==> config.mk <==
export PLATFORM = sky130hd
export DESIGN_NAME = cut_bist_sequencer
export DESIGN_NICKNAME = d
export VERILOG_FILES = /design/src/rtl/cut_bist_sequencer.sv
export SDC_FILE = /design/constraint.sdc
export NUM_CORES = 1
export LEC_CHECK = 0
export CAP_MARGIN = 10
export CORE_ASPECT_RATIO = 1.75
export CORE_UTILIZATION = 46
export CTS_BUF_LIST = sky130_fd_sc_hd__clkbuf_16
export DETAILED_ROUTE_END_ITERATION = 16
export PLACE_DENSITY = 0.71
export SYNTH_ARGS = -nofsm -noshare
export SYNTH_HDL_FRONTEND = slang
export SYNTH_SLANG_ARGS = --single-unit
==> constraint.sdc <==
create_clock -name clk -period 4.4 [get_ports clk]
set_input_delay 0.88 -clock clk [delete_from_list [all_inputs] [get_ports clk]]
set_output_delay 0.88 -clock clk [all_outputs]
set_load 0.05 [all_outputs]
==> src/rtl/cut_bist_sequencer.sv <==
// cut_bist_sequencer: LFSR-driven self-test of a combinational CUT with MISR compaction and golden compare.
// Optional AGING_GUARDBAND_EN adds an early-sample register and a saturating guard_err counter.
module cut_bist_sequencer #(
  parameter int IN_W = 41,
  parameter int OUT_W = 32,
  parameter int NUM_VEC = 31,
  parameter int SETTLE_CYC = 1,
  parameter int CNT_W = 16,
  parameter logic [IN_W-1:0] LFSR_TAPS = 41'h100_0000_0004,
  parameter logic [OUT_W-1:0] MISR_TAPS = 32'h8020_0003,
  parameter logic [IN_W-1:0] LFSR_SEED = 41'h1
`ifdef AGING_GUARDBAND_EN
  , parameter int EARLY_CYC = 0
`endif
) (
  input  logic             clk,
  input  logic             rst_n,
  input  logic             start,
  input  logic             abort,
  input  logic             seed_load,
  input  logic [IN_W-1:0]  seed,
  input  logic [OUT_W-1:0] golden_sig,
  output logic [IN_W-1:0]  cut_in,
  input  logic [OUT_W-1:0] cut_out,
  output logic             busy,
  output logic             done,
  output logic             pass,
  output logic [OUT_W-1:0] signature,
  output logic [CNT_W-1:0] vec_idx
`ifdef AGING_GUARDBAND_EN
  , output logic [CNT_W-1:0] guard_err
`endif
);
  typedef enum logic [2:0] {IDLE, APPLY, SETTLE, CAPTURE, DONE} state_t;
  state_t state, state_nx;
  logic [CNT_W-1:0] settle_cnt;
  logic [IN_W-1:0] lfsr, seed_reg;
  logic last_vec, go, run_abort;
  assign last_vec = vec_idx == CNT_W'(NUM_VEC - 1);
  assign go = state == IDLE && start && !seed_load;
  assign run_abort = abort && state != IDLE;
  assign busy = state == APPLY || state == SETTLE || state == CAPTURE;
  always_comb begin
    state_nx = state;
    case (state)
      IDLE:    state_nx = go ? APPLY : IDLE;
      APPLY:   state_nx = SETTLE;
      SETTLE:  state_nx = settle_cnt == '0 ? CAPTURE : SETTLE;
      CAPTURE: state_nx = last_vec ? DONE : APPLY;
      default: state_nx = IDLE;
    endcase
    if (abort) state_nx = IDLE;
  end
  always_ff @(posedge clk or negedge rst_n) begin
    if (!rst_n) begin
      state <= IDLE;
      cut_in <= '0;
      done <= 1'b0;
      pass <= 1'b0;
      signature <= '0;
      vec_idx <= '0;
      lfsr <= '0;
      seed_reg <= LFSR_SEED;
      settle_cnt <= '0;
    end else begin
      state <= state_nx;
      done <= state == DONE && !abort;
      if (run_abort) pass <= 1'b0;
      else begin
        case (state)
          IDLE: begin
            // seed_load wins over start; an all-zero seed would lock the LFSR
            if (seed_load) seed_reg <= seed == '0 ? IN_W'(1) : seed;
            else if (start) begin
              lfsr <= seed_reg;
              signature <= '0;
              vec_idx <= '0;
              pass <= 1'b0;
            end
          end
          APPLY: begin
            cut_in <= lfsr;
            settle_cnt <= CNT_W'(SETTLE_CYC - 1);
          end
          SETTLE: if (settle_cnt != '0) settle_cnt <= settle_cnt - 1'b1;
          CAPTURE: begin
            signature <= {signature[OUT_W-2:0], ^(signature & MISR_TAPS)} ^ cut_out;
            lfsr <= {lfsr[IN_W-2:0], ^(lfsr & LFSR_TAPS)};
            if (!last_vec) vec_idx <= vec_idx + 1'b1;
          end
          DONE: pass <= signature == golden_sig;
          default: ;
        endcase
      end
    end
  end
`ifdef AGING_GUARDBAND_EN
  logic [OUT_W-1:0] early;
  // a path that still changes after the early sample counts as timing-degraded
  always_ff @(posedge clk or negedge rst_n) begin
    if (!rst_n) begin
      early <= '0;
      guard_err <= '0;
    end else if (!run_abort) begin
      if (go) guard_err <= '0;
      if (state == SETTLE && settle_cnt == CNT_W'(SETTLE_CYC - 1 - EARLY_CYC)) early <= cut_out;
      if (state == CAPTURE && early != cut_out && guard_err != '1) guard_err <= guard_err + 1'b1;
    end
  end
`endif
endmodule

==> run summary <==
SYNTHESIS
-------------------------------------------------------------------------------------------------
Leading area contributor after synthesis                                                  dfrtp_1
Fraction of the yosys area taken by sequential cells                                       53.88%
Ys async rst share                                                                         100.0%
Dominant register cell in the synthesized netlist                                         dfrtp_1
Count of flip-flops with a built-in enable after synthesis                                      0
Synthesized Nets                                                                             1006
Average size of a mapped cell                                                          10.00 um^2
Yosys warning count                                                                             0
Cell count after synthesis                                                                    892
Top cells by area, synth                                                             dfrtp_1 (54%), nand2_1 (9.5%), mux2_2 (5.3%)
Post-synthesis cell area                                                                8920 um^2
Number of distinct library cell variants in the gate-level netlist after synthesis             55
#FFs+latches synth                                                                            192
Proportion of netlist area held by the largest area contributor                            53.58%

WORST SETUP PATH
-------------------------------------------------------------------------------------------------
Cell-by-cell trace of the critical path                                              nor2_1, nor2_1, clkdlybuf4s50_1
Depth of the most critical reg-to-reg path                                                      5
Most Frequent Cell on Critical Path                                                        nor2_1
Critical path arrival                                                                     2.18 ns
Reg-to-Reg Start                                                                     state[0]$_DFF_PN0_
Capturing point of the worst reg2reg path                                            cut_in[37]$_DFFE_PN0P_
Sort of element at the end of the critical path                                       output port
Delay contributed by the slowest stage of the critical path                               0.85 ns
Type of the worst setup path                                                         flip-flop to output port
Critical path fanouts, max                                                                     11
Slowest stage cell on the critical path                                              clkdlybuf4s50_1
FF-to-FF setup slack                                                                      1.82 ns
Critical Path Start Type                                                                flip-flop
CP required                                                                               3.52 ns

PLACEMENT
-------------------------------------------------------------------------------------------------
Buffers added on ports                                                                        201
Placed standard-cell area                                                              11150 um^2
Placed wire-length estimate after detailed placement                                     16.65 mm
Placer's final routability congestion estimate                                             0.8602

DETAILED ROUTING
-------------------------------------------------------------------------------------------------
Violation count after the first detailed-route iteration                                      311
Vias post-DR                                                                                 7214
Routed wire length per instance                                                          17.55 um
Total detailed-routing wirelength                                                        23.20 mm
Final ANT Viol Nets                                                                             0
Total DRC errors in the routed layout                                                           0
Count of TritonRoute iterations in the first routing pass                                       5
Mean number of vias per cell                                                                5.457

CLOCKING
-------------------------------------------------------------------------------------------------
Number of H-tree branching levels                                                               4
Sinks on the clock net                                                                        192
Worst-skew pair later-pin latency                                                         0.44 ns
CTS tree                                                                                     done
Number of buffers between clock root and the deepest sink                                       2
Num CTS Buffers                                                                                17
Count of hold-fix buffers inserted at cts                                                       0
Total of cells resized after clock tree synthesis                                               0
Clock transition at the registers of the reported paths                                   0.07 ns
Number of post-CTS setup repair buffers                                                         0
Root buffer cell                                                                        clkbuf_16

DIE
-------------------------------------------------------------------------------------------------
Effective utilization at floorplan                                                         46.67%
Die area                                                                               19970 um^2
Chip height                                                                              186.2 um
Horizontal die dimension                                                                 107.3 um
Core region area                                                                       19110 um^2
Number of rows created at floorplan                                                            67
Total I/O pin count                                                                           202

STA
-------------------------------------------------------------------------------------------------
Summed negative setup slack over all endpoints                                               0 ns
Final period utilization                                                                   69.56%
Final worst path period need                                                             3.061 ns
Worst Tran Pin Value                                                                     1.079 ns
Worst rel slew slack                                                                       28.07%
Max Clk Rate                                                                            326.7 MHz
RSZ-0062 raised after global routing                                                        false
Final Hold Violating Endpoints                                                                  0
Max Clock Skew                                                                         0.01153 ns
Slew Viols, Final                                                                               0
Total of endpoints with negative setup slack in the final report                                0

LAYOUT
-------------------------------------------------------------------------------------------------
Fin nets                                                                                     1182
Antenna diodes                                                                                  0
Leading cell type in the layout, fill and taps excluded                                   nand2_1
Multi-input logic area                                                                  3908 um^2
Total area of sequential cells                                                          4806 um^2
Area overhead of the layout relative to synthesis                                          31.87%
Layout cells sized above 1                                                                 8.881%
Final design area excluding fillers                                                    11760 um^2
Commonest cells after routing, fill and taps aside                                   nand2_1 (226), clkdlybuf4s50_1 (200), dfrtp_1 (191)
Number of filler instances in the final layout                                               1662

POWER AND IR DROP
-------------------------------------------------------------------------------------------------
Leakage power of the design                                                              5.145 nW
Worst voltage drop across the vdd grid                                                   383.7 uV
Design internal power                                                                    3.964 mW
Power share of the clock group                                                              25.3%
Part of the power in combinational logic                                                    34.7%
Pwr dens                                                                             543.7 nW/um^2
Switching component of the power                                                         2.431 mW
Share of power burned in registers                                                          40.0%
Switching power share of the total                                                         38.01%

GRT
-------------------------------------------------------------------------------------------------
Number of antenna violations at the first check in global routing                               0
Global-route wire length before repair                                                   37.55 mm
Vias in the first global route                                                               7233
GRT Util Overall                                                                           24.68%
Total congestion overflow after global routing                                                  0
Pin count of the biggest net entering global routing                                           98

MIN PATH
-------------------------------------------------------------------------------------------------
Tightest Hold Check Type                                                             flip-flop to flip-flop
Launch point of the worst hold path                                                  cut_in[25]$_DFFE_PN0P_
Number of cells on the worst hold path                                                          2
Hold Path End                                                                        cut_in[25]$_DFFE_PN0P_

JOB
-------------------------------------------------------------------------------------------------
Max-capacitance violation count                                                                 0

OUTCOME
-------------------------------------------------------------------------------------------------
Status                                                                               complete, no violations

[cell families (layout without fill, tap and decap cells)]
kind of cell | after synthesis | count (layout) | share of synthesized area [%]
simple gates | 385 | 385 | 19.58
flops | 192 | 192 | 53.88
compound gates | 127 | 127 | 9.931
xor+xnor | 68 | 68 | 6.677
buf+inv | 61 | 250 | 2.609
mux | 55 | 55 | 6.761
fa+ha+maj | 4 | 4 | 0.5611
[critical path, delay by kind of cell, from the launching register on]
kind | cells | cell delay, ns
buffers and inverters | 1 | 0.85
AND/OR/NAND/NOR | 2 | 0.31
flip-flops | 1 | 0.58
[routing by layer]
| layer | track usage (%) | routed length, um |
|---|---|---|
| met5 | 0 | 0 |
| met3 | 4.739 | 927 |
| met4 | 9.699 | 693 |
| met2 | 44.93 | 12590 |
| met1 | 28.32 | 8990 |
[stage by stage]
step / instances / total power [mW] / setup WS [ns] / util [%] / hold WS (ns)
final: 1322 / 6.395 / 1.339 / 61.54 / 0.4771
after global routing: 1322 / 6.762 / 1.220 / 61.54 / 0.4966
after CTS: 1322 / 6.444 / 1.301 / 61.54 / 0.4805
after detailed placement: 1290 / 4.825 / 1.203 / 58.35 / 0.4621
after global placement: 1290 / 4.771 / 1.232 / 58.35 / 0.4565
after floorplan: 892 / 3.989 / 1.831 / - / 0.4605
[cell usage after synthesis (2+ instances only)]
library cell and instances:
nand2_1 226, dfrtp_1 191, nor2_1 52, clkbuf_1 47, xor2_1 47, mux2_2 42
a31oi_1 40, a22o_1 31, nor4_1 22, xnor2_1 21, a21oi_1 18, mux2i_1 13
nand2b_1 13, nand3_1 11, nand4_1 10, or3_1 9, inv_1 8, o21ai_0 8
o31ai_1 7, or4_1 7, nor3_1 6, and2_1 5, a211oi_1 4, ha_1 4
and3_1 3, buf_1 3, buf_2 3, nor2b_1 3, or2_2 3, or4b_1 3
nand3b_1 2, nor4b_1 2, o211ai_1 2, o21a_1 2, o22ai_1 2, o41ai_1 2
or3b_2 2
[cell type report]
cell class              instances  share of cell area, %
repair buffers                210                  17.92
inverters                       8                 0.2553
flip-flops and latches        192                  40.86
clock inverters                15                  1.564
multi-input cells             639                  33.22
well taps                     241                  2.564
clock buffers                  17                  3.617
[worst max-delay path by stage]
stage / slack (ns) / depth (start not counted) / startpoint / endpoint
after floorplan: 1.83 / 5 / seed_load / vec_idx[12]$_DFFE_PN0P_
after global placement: 1.23 / 5 / abort / lfsr[0]$_DFFE_PN0P_
after detailed placement: 1.20 / 5 / abort / signature[10]$_DFFE_PN0P_
after CTS: 1.30 / 3 / state[1]$_DFF_PN0_ / busy
after global routing: 1.22 / 3 / state[1]$_DFF_PN0_ / busy
final: 1.34 / 3 / state[1]$_DFF_PN0_ / busy
[power by group through the flow]
stage	Sequential (mW)	Combinational (mW)	Clock (mW)
after floorplan	3.21	0.782	0
after global routing	2.62	2.42	1.72
after detailed placement	2.59	2.23	0
after CTS	2.57	2.24	1.64
final	2.56	2.22	1.62
after global placement	2.58	2.19	0
(Power assumes the default switching activity.)
